--- config.mk ---
export PLATFORM = sky130hd
export DESIGN_NAME = aes_icipher_arb
export DESIGN_NICKNAME = d
export VERILOG_FILES = /design/src/rtl/aes_icipher_arb_pkg.sv /design/src/rtl/aes_icipher_arb.sv
export SDC_FILE = /design/constraint.sdc
export NUM_CORES = 1
export LEC_CHECK = 0
export BUFFER_PORTS_ARGS = -buffer_cell sky130_fd_sc_hd__clkbuf_2
export CORE_AREA = 2 2 254 256
export CTS_CLUSTER_SIZE = 25
export DETAILED_ROUTE_END_ITERATION = 8
export DIE_AREA = 0 0 256 258
export GPL_TIMING_DRIVEN = 0
export SYNTH_ARGS = -nofsm -noshare
export SYNTH_HDL_FRONTEND = slang
export SYNTH_SLANG_ARGS = --single-unit
--- constraint.sdc ---
create_clock -name clk -period 2.7 [get_ports clk]
set_input_delay 0.135 -clock clk [delete_from_list [all_inputs] [get_ports clk]]
set_output_delay 0.135 -clock clk [all_outputs]
set_load 0.05 [all_outputs]
--- src/rtl/aes_icipher_arb_pkg.sv ---
// Shared constants and types for the two-requester inverse-cipher arbiter.
// Nb/Nr mirror the AES-128 engine parameters.
package aes_icipher_arb_pkg;

  localparam int Nb     = 4;
  localparam int Nr     = 10;
  localparam int NBYTES = 4 * Nb;
  localparam int TMO    = Nr + 4;

  typedef logic [0:NBYTES-1][7:0] block_t;

  typedef enum logic [1:0] {IDLE, RUN, HOLD} arb_state_t;

  typedef struct packed {
    arb_state_t state;
    logic       id;
    logic       last;
    logic [3:0] cnt;
    logic       out_valid;
    logic       err;
  } arb_reg_t;

  // last=1 so requester 0 wins the first grant after reset
  localparam arb_reg_t REG_INIT = '{state: IDLE, id: 1'b0, last: 1'b1,
                                    cnt: 4'd0, out_valid: 1'b0, err: 1'b0};

endpackage

--- src/rtl/aes_icipher_arb.sv ---
// Round-robin arbiter/sequencer sharing one iterative inverse-cipher engine
// between two block requesters, with a one-entry result buffer and watchdog.
module aes_icipher_arb
  import aes_icipher_arb_pkg::*;
(
  input  logic                     clk,
  input  logic                     rst,
  input  logic [1:0]               Req_valid,
  output logic [1:0]               Req_ready,
  input  logic [0:NBYTES-1][7:0]   Req_data0,
  input  logic [0:NBYTES-1][7:0]   Req_data1,
  output logic                     Eng_enable,
  output logic [0:NBYTES-1][7:0]   Eng_data,
  input  logic                     Eng_ready,
  input  logic [0:NBYTES-1][7:0]   Eng_result,
  output logic                     Out_valid,
  input  logic                     Out_ready,
  output logic [0:NBYTES-1][7:0]   Out_data,
  output logic                     Out_id,
  output logic                     Err_out
);

  arb_reg_t r, rin;
  logic [1:0] gnt;
  logic       g_pick;
  logic       buf_load;
  block_t     out_buf;
  logic       out_id_q;

  // With both valid, favour the one not granted last; otherwise the lone one.
  function automatic logic rr_pick(input logic [1:0] v, input logic last);
    if (v == 2'b11) return ~last;
    return v[1];
  endfunction

  assign g_pick = rr_pick(Req_valid, r.last);

  always_comb begin
    rin      = r;
    gnt      = '0;
    buf_load = 1'b0;
    case (r.state)
      IDLE: begin
        if (|Req_valid && !r.out_valid && !rst) begin
          gnt[g_pick] = 1'b1;
          rin.id      = g_pick;
          rin.last    = g_pick;
          rin.cnt     = '0;
          rin.state   = RUN;
        end
      end
      RUN: begin
        rin.cnt = r.cnt + 4'd1;
        if (Eng_ready) begin
          buf_load      = 1'b1;
          rin.out_valid = 1'b1;
          rin.state     = HOLD;
        end else if (r.cnt == 4'(TMO - 2)) begin
          // cnt lags the cycle count by one, so err rises TMO cycles after grant
          rin.err   = 1'b1;
          rin.state = IDLE;
        end
      end
      HOLD: begin
        if (Out_ready) begin
          rin.out_valid = 1'b0;
          rin.state     = IDLE;
        end
      end
      default: rin.state = IDLE;
    endcase
  end

  always_ff @(posedge clk) begin
    r <= rst ? REG_INIT : rin;
  end

  always_ff @(posedge clk) begin
    if (rst) begin
      out_buf  <= '0;
      out_id_q <= 1'b0;
    end else if (buf_load) begin
      out_buf  <= Eng_result;
      out_id_q <= r.id;
    end
  end

  assign Req_ready  = gnt;
  assign Eng_enable = |gnt;
  assign Eng_data   = g_pick ? Req_data1 : Req_data0;
  assign Out_valid  = r.out_valid;
  assign Out_data   = out_buf;
  assign Out_id     = out_id_q;
  assign Err_out    = r.err;

endmodule
==> results of run 1 <==
==> synthesized netlist by cell type, drive strengths merged <==
master | instances | area share [%]
a211oi | 2 | 0.31
a21boi | 1 | 0.17
a21oi | 135 | 10
a2bb2oi | 1 | 0.14
a311oi | 1 | 0.14
a31oi | 2 | 0.19
and3 | 2 | 0.19
and3b | 1 | 0.14
buf | 43 | 4.0
clkbuf | 17 | 0.98
dfxtp | 139 | 43
ha | 2 | 0.39
inv | 5 | 0.29
mux2 | 128 | 22
nand2 | 260 | 15
nand2b | 1 | 0.097
nand3 | 2 | 0.15
nand3b | 2 | 0.23
nor2 | 6 | 0.39
nor2b | 1 | 0.097
nor3 | 3 | 0.23
o21ai | 1 | 0.077
o21bai | 1 | 0.12
o311ai | 1 | 0.14
o31a | 1 | 0.14
o31ai | 1 | 0.12
or2b | 1 | 0.12
or3 | 2 | 0.19
or4 | 2 | 0.29
xor2 | 1 | 0.14
==> flip-flops by register name (all words and copies together) (netlist names) <==
register and cells:
Err_out 1, Out_data 128, Out_id 1, Out_valid 1
r 8
==> cell type report <==
type | count | area share (%)
Inverter | 5 | 0.147
Tap cell | 855 | 8.40
Sequential cell | 139 | 21.8
Multi-Input combinational cell | 561 | 26.4
Antenna cell | 17 | 0.334
Clock inverter | 13 | 1.03
Buffer | 60 | 2.51
Timing Repair Buffer | 781 | 35.8
Clock buffer | 19 | 3.48
==> what timing repair did <==
item | CTS | global route
hold buffers | 131 | 0
hold endpoints to repair | 131 | 0
buffers inserted | 0 | 0
==> stage by stage <==
step / total power [mW] / instance area, um^2 / hold slack, ns
2_1_floorplan: 3.61 / 6480 / 0.271
3_3_place_gp: 4.47 / 10800 / 0.359
3_5_place_dp: 4.47 / 10800 / 0.363
4_1_cts: 7.10 / 12700 / 0.0857
5_1_grt: 7.27 / 12700 / 0.147
6_report: 6.99 / 12700 / 0.141
==> cells by family (layout without fill, tap and decap cells) <==
family / after synthesis / after routing
AND/OR/NAND/NOR: 283 / 283
AO/OA/AOI/OAI: 147 / 147
flip-flops: 139 / 139
multiplexers: 128 / 128
buffers and inverters: 65 / 878
adder cells (fa/ha/maj): 2 / 2
XOR/XNOR: 1 / 1
other: 0 / 17
==> power groups by stage <==
stage	sequential (mW)	combinational (mW)	clock [mW]
global placement	2.22	2.25	0
floorplan	2.46	1.15	0
CTS	2.17	2.41	2.52
detailed placement	2.22	2.25	0
finish	2.17	2.40	2.41
global route	2.18	2.51	2.57
==> layer usage <==
layer | track usage (%) | wire length (um) | up-vias
li1 | - | - | 4177
met1 | 18.4 | 21100 | 3973
met2 | 24.6 | 23700 | 452
met3 | 4.74 | 4700 | 82
met4 | 8.25 | 2390 | 8
met5 | 0 | 50 | -
==> worst max path at each step <==
stage               slack [ns]      endpoint                   start  depth (start not counted)
finish                    0.19  Eng_data[66]       r[6]$_SDFFE_PP1P_                          5
global placement          0.66  Eng_data[62]       r[6]$_SDFFE_PP1P_                          5
detailed placement        0.65  Eng_data[62]       r[6]$_SDFFE_PP1P_                          5
floorplan                 0.38  Req_ready[0]  Out_valid$_SDFFE_PP0P_                          2
CTS                       0.08  Eng_data[62]       r[6]$_SDFFE_PP1P_                          5
global route              0.08  Eng_data[61]       r[6]$_SDFFE_PP1P_                          5
==> critical path, delay by kind of cell, from the launching register on <==
kind	cells	cell delay, ns
buffers and inverters	3	0.85
flip-flops	1	0.33
multiplexers	1	0.44
AO/OA/AOI/OAI	1	0.25
==> results by group, run 1 <==
Pwr
  • Leakage Power: 5.83 nW
  • VDD IR max: 0.472 mV
  • Internal power summed over all cells: 4.20 mW
  • Comb power frac: 34.4%
  • Clock power frac: 34.5%
  • Switching power share of the total: 40.0%
  • Portion of total power attributed to sequential cells: 31.1%
  • Power density normalized to cell area: 549 nW/um^2
  • Sw power: 2.79 mW

Timing
  • Relative max-transition margin: 30.4%
  • Setup TNS Final: 0 ns
  • Timing-limited maximum frequency: 399 MHz
  • Tmin final: 2.51 ns
  • Setup repair after global routing missed its margin: no
  • Max Clock Skew: 0.0227 ns
  • Share of the cycle needed by the critical path after routing: 92.9%
  • Max Transition Viols Final: 0
  • Number of setup violations in the final report: 0
  • Min setup slack post-route: 0.191 ns
  • Number of hold-slack violations in the final timing report: 0
  • Least-Margin Pin Slew: 1.04 ns

Logic synthesis
  • Compound-cell area share of the yosys netlist: 11.9%
  • Simple-Gate Fraction of Synth Area: 17.2%
  • Number of synthesized register bits: 139
  • Sequential-to-total area share from yosys stat: 42.9%
  • Combinational family with the most area after synthesis: multiplexers
  • Cell area after technology mapping: 6480 um^2
  • Number of nets in the synthesized netlist: 1157
  • Mean post-synth cell area: 8.48 um^2
  • Synth Warn #: 0
  • Distinct cells, synth: 37
  • Number of instances in the synthesized netlist: 765
  • Area share of fa/ha/maj cells after synthesis: 0.386%
  • Mux share of post-synthesis cell area: 22.2%
  • Parity-gate share of the synthesized area counting xor and xnor cells: 0.135%

Setup path
  • CP Cell Sequence: a21boi_2, buf_4, buf_4, mux2_2, clkbuf_2
  • Worst setup SP type: flop
  • CP peak stage delay: 0.44 ns
  • Worst Setup End Kind: output port
  • WP data arrival: 2.37 ns
  • R2R cell count: 5
  • Reg-to-reg setup timing slack: 0.83 ns
  • Origin of the critical flop-to-flop path: r[8]$_SDFFE_PP0P_
  • Critical path type: flop to output port
  • CP max-delay cell: mux2_2
  • Most Frequent Cell on Critical Path: buf_4
  • Endpoint required time on the critical path: 2.57 ns
  • Worst reg2reg endpoint: Out_data[63]$_SDFFE_PP0P_
  • Max Fanout on Critical Path: 11

Layout
  • FILL cells: 7169
  • Multi-input gate area in the final layout: 3360 um^2
  • Share of the core filled with cells in the final layout: 20.0%
  • Non-filler cells, final: 2450
  • Number of nets at the end of the flow: 1957
  • Most used cells in the layout excluding fill and tap cells: 650 x clkbuf_2, 260 x nand2_1, 139 x dfxtp_1, 135 x a21oi_1, 131 x dlygate4sd3_1
  • Most common library cell in the layout ignoring fill and taps: clkbuf_2
  • Synthesis-to-layout area growth: 96.4%
  • Share of cells above drive strength 1: 53.5%
  • Sequential cell area: 2780 um^2

Run
  • Maximum capacitance violations: 0

Global route
  • Total global-route track usage: 15.4%
  • Number of antenna violations at the first check in global routing: 29
  • Via count of the first global-routing pass: 8884
  • Largest net degree at the start of global routing: 17
  • Total grt overflow: 0
  • Wire length of the first global-routing pass: 69300 um

Route
  • Number of DRC violations after detailed routing: 0
  • Post-detailed-route wirelength per cell: 21.2 um
  • Vias after detailed routing: 8692
  • Vias/cell: 3.55
  • Number of DRC markers in iteration 0: 494
  • First-pass iteration count of the detailed router: 4
  • Total routed wirelength: 51900 um
  • Routed Antenna Nets: 0

CTS
  • TritonCTS clock tree: done
  • Num Clock Sinks: 139
  • Max clock buf depth: 2
  • Post_cts resized: 0
  • Num CTS Buffers: 17
  • Clk Latency, worst-skew pair: 0.49 ns
  • CTS HTree Levels: 4
  • Root buf cell: clkbuf_16
  • Worst-path clk slew: 0.08 ns

Place
  • Placed Cells incl. Taps: 2270
  • Minimum setup slack after placement: 0.650 ns
  • Quantity of I/O buffers inserted on ports: 650
  • Post-detailed-placement half-perimeter wirelength: 43700 um
  • Last weighted congestion value of the routability-driven placer: 0.982

Min path
  • Hold Crit Class: input pin to flop
  • Startpoint of the worst hold path: rst
  • Worst hold path cell count: 3
  • Worst Hold Endpoint: r[8]$_SDFFE_PP0P_

Floorplanning
  • Width of the die: 256 um
  • Die Outline Area: 66000 um^2
  • Starting density of the core: 10.2%
  • Standard-cell row count: 93
  • Number of primary I/O pins: 652
  • Die Height: 258 um
  • CORE AREA: 63600 um^2

Status
  • Result of the run: finished clean
No activity file was read; power rests on OpenSTA's default activity.
==> run 2, diff against run 1 <==
--- a/config.mk
+++ b/config.mk
@@ -6,10 +6,10 @@
 export NUM_CORES = 1
 export LEC_CHECK = 0
 export BUFFER_PORTS_ARGS = -buffer_cell sky130_fd_sc_hd__clkbuf_2
-export CORE_AREA = 2 2 254 256
+export CORE_AREA = 5 5 250 252
 export CTS_CLUSTER_SIZE = 25
 export DETAILED_ROUTE_END_ITERATION = 8
-export DIE_AREA = 0 0 256 258
+export DIE_AREA = 0 0 255 257
 export GPL_TIMING_DRIVEN = 0
 export SYNTH_ARGS = -nofsm -noshare
 export SYNTH_HDL_FRONTEND = slang
==> run 2 against run 1 <==
Against the previous run:
- critical path depth increased by 2
- clock-buffer cell count up 1
- combinational power down 2%
- cell area decreased by 0.83%
- largest cell class unchanged
==> results by group, run 2 (synthesis results as in run 1) <==
Layout
  • Most common library cell in the layout ignoring fill and taps: clkbuf_2
  • Share of cells above drive strength 1: 53.5%
  • Synthesis-to-layout area growth: 94.8%
  • Number of nets at the end of the flow: 1957
  • Number of flip-flops in the largest register: 128
  • Share of the core filled with cells in the final layout: 21.1%
  • Most used cells in the layout excluding fill and tap cells: 650 x clkbuf_2, 260 x nand2_1, 139 x dfxtp_1, 135 x a21oi_1, 131 x dlygate4sd3_1

Route
  • Number of DRC markers in iteration 0: 570
  • Top layer used by detailed routing: met5
  • Post-detailed-route wirelength per cell: 20.9 um
  • Routed wire length on met3: 4920 um
  • M1 wire length: 19800 um
  • Routed Antenna Nets: 0
  • Vias/cell: 3.72
  • Number of DRC violations after detailed routing: 0
  • Vias after detailed routing: 8808
  • First-pass iteration count of the detailed router: 5
  • Total routed wirelength: 49600 um
  • Met2 WL: 23300 um

Setup path
  • Reg-to-reg setup timing slack: 0.98 ns
  • Critical path type: input pin to output port
  • R2R cell count: 5
  • Worst Setup End Kind: output port
  • WP data arrival: 2.44 ns
  • Endpoint required time on the critical path: 2.57 ns
  • Worst setup SP type: input pin
  • Origin of the critical flop-to-flop path: r[8]$_SDFFE_PP0P_
  • Worst reg2reg endpoint: Out_data[104]$_SDFFE_PP0P_
  • Max Fanout on Critical Path: 10

CTS
  • Clk Latency, worst-skew pair: 0.47 ns
  • Max clock buf depth: 2
  • Root buf cell: clkbuf_16
  • Num Clock Sinks: 139
  • Worst-path clk slew: 0.07 ns
  • CTS HTree Levels: 4
  • Num CTS Buffers: 17
  • Postcts setup bufs: 0
  • TritonCTS clock tree: done

Pwr
  • Leakage Power: 5.83 nW
  • Power density normalized to cell area: 544 nW/um^2
  • VDD IR max: 0.461 mV
  • Total power: 6.87 mW

Timing
  • Final-layout worst hold slack: 0.0627 ns
  • Number of hold-slack violations in the final timing report: 0
  • Least-Margin Pin Slew: 0.822 ns
  • Share of the cycle needed by the critical path after routing: 95.5%
  • Setup TNS Final: 0 ns
  • Max Clock Skew: 0.0107 ns
  • Timing-limited maximum frequency: 388 MHz
  • Setup repair after global routing missed its margin: no
  • Number of setup violations in the final report: 0
  • Max Transition Viols Final: 0
  • Tmin final: 2.58 ns
  • Relative max-transition margin: 45.2%

Floorplanning
  • Starting density of the core: 10.8%
  • Die Outline Area: 65500 um^2
  • Standard-cell row count: 90
  • Die Height: 257 um
  • Width of the die: 255 um
  • CORE AREA: 59900 um^2
  • Number of primary I/O pins: 652

Global route
  • Total grt overflow: 0
  • Wire length of the first global-routing pass: 66200 um
  • Via count of the first global-routing pass: 8964
  • Number of antenna violations at the first check in global routing: 30
  • Total global-route track usage: 14.3%
  • Largest net degree at the start of global routing: 17

Place
  • Post-detailed-placement half-perimeter wirelength: 41900 um
  • Last weighted congestion value of the routability-driven placer: 1.10
  • Quantity of I/O buffers inserted on ports: 650

Min path
  • Worst hold path cell count: 3
  • Hold Crit Class: input pin to flop
  • Startpoint of the worst hold path: Req_valid[0]
  • Worst Hold Endpoint: r[6]$_SDFFE_PP1P_

Run
  • Maximum capacitance violations: 0

Status
  • Result of the run: finished clean
run 2: worst max-delay path, cell delays in order:
cell	delay, ns
dlygate4sd3_1	0.59
clkbuf_2	0.15
a21boi_4	0.29
buf_4	0.29
buf_4	0.26
mux2_2	0.39
clkbuf_2	0.30
run 2: per-stage QoR:
| stage | cells | worst slack, ns | area, um^2 |
|---|---|---|---|
| finish | 2370 | 0.121 | 12600 |
| CTS | 2360 | 0.0415 | 12600 |
| floorplan | 765 | 0.375 | 6480 |
| detailed placement | 2197 | 0.524 | 10700 |
| global route | 2369 | 0.0111 | 12600 |
| global placement | 2197 | 0.518 | 10700 |
run 2: what timing repair did:
| item | 4_1_cts | 5_1_grt |
|---|---|---|
| hold buffers | 131 | 0 |
| gates resized for setup | 1 | 0 |
| endpoints found under the hold margin | 133 | 0 |
| setup endpoints to repair | 5 | 0 |
run 2: power breakdown:
part / leakage [nW] / internal, mW / switching (mW) / total (mW)
registers: 1.13 / 2.13 / 0.0475 / 2.18
clock network: 0.269 / 1.32 / 1.02 / 2.34
logic: 4.44 / 0.755 / 1.60 / 2.35
total: 5.83 / 4.20 / 2.66 / 6.87
run 2: layout make-up:
type                            count  area, um^2
Fill cell                        6684       47300
Timing Repair Buffer              781        4560
Multi-Input combinational cell    561        3370
Sequential cell                   139        2780
Tap cell                          782         978
Clock buffer                       20         457
Buffer                             60         320
Clock inverter                     12         114
Antenna cell                       10        25.0
Inverter                            5        18.8
run 2: worst max path at each step:
stage                                start           end  slack (ns)
floorplan           Out_valid$_SDFFE_PP0P_  Req_ready[0]        0.38
global placement         r[6]$_SDFFE_PP1P_  Eng_data[87]        0.52
detailed placement       r[6]$_SDFFE_PP1P_  Eng_data[87]        0.52
CTS                           Req_valid[1]  Eng_data[87]        0.04
global route                  Req_valid[1]  Eng_data[87]        0.01
finish                        Req_valid[1]  Eng_data[87]        0.12
run 2: per-layer routing:
metal	global-route usage [%]	vias to the layer above
li1	-	4174
met1	16.5	4044
met2	23.6	490
met3	6.37	82
met4	4.73	18
met5	2.11	-
==> run 3, diff against run 2 <==
--- a/config.mk
+++ b/config.mk
@@ -5,11 +5,12 @@
 export SDC_FILE = /design/constraint.sdc
 export NUM_CORES = 1
 export LEC_CHECK = 0
+export ABC_AREA = 1
 export BUFFER_PORTS_ARGS = -buffer_cell sky130_fd_sc_hd__clkbuf_2
-export CORE_AREA = 5 5 250 252
+export CORE_AREA = 5 5 247 249
 export CTS_CLUSTER_SIZE = 25
 export DETAILED_ROUTE_END_ITERATION = 8
-export DIE_AREA = 0 0 255 257
+export DIE_AREA = 0 0 252 254
 export GPL_TIMING_DRIVEN = 0
 export SYNTH_ARGS = -nofsm -noshare
 export SYNTH_HDL_FRONTEND = slang
==> run 3 against run 2 <==
Against the previous run:
- die area fell by 2.3%
- register-to-register slack got worse by 0.08 ns
- cell count rose by 12%
- power rose by 5.8%
- first-iteration DRC count rose by 6.7%
- fmax rose by 0.85%
- critical path type is now flop to output port
- largest cell class unchanged
==> results by group, run 3 <==
Status
  • Result of the run: finished clean

Timing
  • Share of the cycle needed by the critical path after routing: 94.7%
  • Relative max-transition margin: 30.0%
  • Number of hold-slack violations in the final timing report: 0
  • Number of setup violations in the final report: 0
  • Least-Margin Pin Slew: 1.05 ns
  • Tmin final: 2.56 ns
  • Min setup slack post-route: 0.143 ns
  • Timing-limited maximum frequency: 391 MHz
  • Setup repair after global routing missed its margin: no
  • Max Transition Viols Final: 0
  • Setup TNS Final: 0 ns
  • Max Clock Skew: 0.0150 ns

Route
  • First-pass iteration count of the detailed router: 5
  • Vias/cell: 3.93
  • Post-detailed-route wirelength per cell: 23.2 um
  • Number of DRC violations after detailed routing: 0
  • Routed Antenna Nets: 0
  • Vias after detailed routing: 10400
  • Number of DRC markers in iteration 0: 608
  • Total routed wirelength: 61600 um

CTS
  • Num CTS Buffers: 17
  • Root buf cell: clkbuf_16
  • Clk Latency, worst-skew pair: 0.48 ns
  • Postcts setup bufs: 0
  • CTS HTree Levels: 4
  • Num Clock Sinks: 139
  • Max clock buf depth: 2
  • TritonCTS clock tree: done
  • Worst-path clk slew: 0.07 ns

Pwr
  • VDD IR max: 0.487 mV
  • Power density normalized to cell area: 564 nW/um^2
  • Total power: 7.26 mW
  • Leakage Power: 6.56 nW

Place
  • Minimum setup slack after placement: 0.341 ns
  • Last weighted congestion value of the routability-driven placer: 0.950
  • Post-detailed-placement half-perimeter wirelength: 52500 um
  • Quantity of I/O buffers inserted on ports: 650

Floorplanning
  • Die Height: 254 um
  • Die Outline Area: 64000 um^2
  • Width of the die: 252 um
  • Standard-cell row count: 89
  • CORE AREA: 58500 um^2
  • Starting density of the core: 11.5%
  • Number of primary I/O pins: 652

Setup path
  • CP peak stage delay: 0.37 ns
  • Endpoint required time on the critical path: 2.57 ns
  • Worst setup SP type: flop
  • Worst Setup End Kind: output port
  • CP max-delay cell: clkbuf_2
  • Critical path buffers and inverters: 3
  • Cell class contributing the biggest share of worst-path delay: buffers and inverters
  • Critical path type: flop to output port
  • WP data arrival: 2.42 ns
  • Crit path depth: 6
  • R2R cell count: 6
  • Max Fanout on Critical Path: 10
  • CP Cell Sequence: a21oi_2, buf_2, buf_2, nand2_1, nand2_1, clkbuf_2

Layout
  • Most common library cell in the layout ignoring fill and taps: clkbuf_2
  • Number of flip-flops in the largest register: 128
  • Synthesis-to-layout area growth: 91.7%
  • Share of cells above drive strength 1: 39.7%
  • Number of nets at the end of the flow: 2247
  • Most used cells in the layout excluding fill and tap cells: 650 x clkbuf_2, 526 x nand2_1, 139 x dfxtp_1, 138 x nand3_1, 138 x a21oi_1

Logic synthesis
  • Number of enable flip-flop cells after synthesis: 0
  • Most common cell in the synthesized netlist: nand2_1
  • Share of async-settable or async-resettable flops after synthesis: 0%
  • Synth Warn #: 0
  • Mean post-synth cell area: 6.36 um^2
  • Distinct cells, synth: 19
  • Top_reg_cell synth: dfxtp_1
  • Number of nets in the synthesized netlist: 1449
  • Cell area after technology mapping: 6720 um^2
  • Most instantiated cells after synthesis: 526 x nand2_1, 139 x a21oi_1, 139 x dfxtp_1
  • Sequential-to-total area share from yosys stat: 41.4%
  • Yosys top cell area share: 41.4%
  • Biggest area consumer among synthesized cells: dfxtp_1
  • Number of instances in the synthesized netlist: 1057
  • Largest cells by area after synthesis: dfxtp_1 41%, nand2_1 29%, a21oi_1 10%, nand3_1 10%, buf_2 3.1%
  • Number of synthesized register bits: 139

Global route
  • Total grt overflow: 0
  • Wire length of the first global-routing pass: 79700 um
  • Via count of the first global-routing pass: 10300
  • Number of antenna violations at the first check in global routing: 42
  • Total global-route track usage: 18.2%
  • Largest net degree at the start of global routing: 17

Run
  • Maximum capacitance violations: 0

Min path
  • Worst hold path cell count: 6
  • Hold Crit Class: input pin to flop
==> run 3: cell count changes in the layout (fill, tap and decap cells not counted), sizes merged, moves of 3 or more <==
cell	previous run	this run
nor3	3	0
inv	8	21
nand3	2	138
a21oi	135	139
mux2	128	0
buf	43	56
nand2	260	528
clkbuf	687	699
==> run 3: area by class of cell <==
class	count	area [um^2]
fill	6671	45600
timing repair buffer	779	4540
multi-input combinational	817	3460
sequential	139	2780
tap	773	967
clock buffer	19	453
buffer	86	429
clock inverter	13	155
inverter	15	58.8
antenna	12	30.0
==> run 3: routing by layer <==
metal | GRT usage (%) | part of all wire (%) | routed length (um)
met5 | 0 | 0.10 | 64
met4 | 8.86 | 4.9 | 3050
met3 | 6.82 | 9.6 | 5910
met2 | 34.2 | 53 | 32400
met1 | 17.4 | 33 | 20200
==> run 3: stage by stage <==
step / cell area [um^2] / hold WS [ns] / utilization [%] / std cells
after floorplan: 6720 / 0.299 / - / 1057
after global placement: 10900 / 0.392 / 18.7 / 2480
after detailed placement: 10900 / 0.393 / 18.7 / 2480
after CTS: 12800 / 0.152 / 22.0 / 2641
after global routing: 12900 / 0.239 / 22.0 / 2650
final: 12900 / 0.189 / 22.0 / 2653
==> run 3: tightest hold or removal path: cells and delay by family <==
kind,cells,cell delay [ns]
buffers and inverters,2,0.12
and+or+nand+nor,3,0.31
AOI/OAI and AO/OA,1,0.05
==> run 3: where the power goes <==
group          total, mW  switching, mW  internal, mW
sequential          2.17         0.0429          2.12
clock               2.58           1.15          1.43
combinational       2.51           1.83         0.678
==> run 3: logic make-up (layout without fill, tap and decap cells) <==
family | Yosys count | after routing | share of synthesized area [%]
AOI/OAI and AO/OA | 141 | 141 | 10.5
xor gates and xnor gates | 1 | 1 | 0.130
adders and majority gates | 2 | 2 | 0.372
buffers and inverters | 101 | 912 | 7.19
DFF | 139 | 139 | 41.4
other | 0 | 12 | 0
and+or+nand+nor | 673 | 673 | 40.4
==> run 3: worst paths after layout <==
check / slack (ns) / start / to
hold reg to reg: 0.45 / Err_out$_SDFFE_PP0P_ / Err_out$_SDFFE_PP0P_
hold / removal: 0.19 / Req_valid[1] / r[2]$_SDFFE_PP0P_
setup reg to reg: 0.90 / r[9]$_SDFFE_PP0P_ / Out_data[31]$_SDFFE_PP0P_
setup / recovery: 0.14 / r[6]$_SDFFE_PP1P_ / Eng_data[67]
==> run 3: repair_timing <==
item,CTS,global route
resized for setup,3,0
endpoints found under the setup margin,39,0
hold buffers,129,0
hold endpoints to repair,130,0
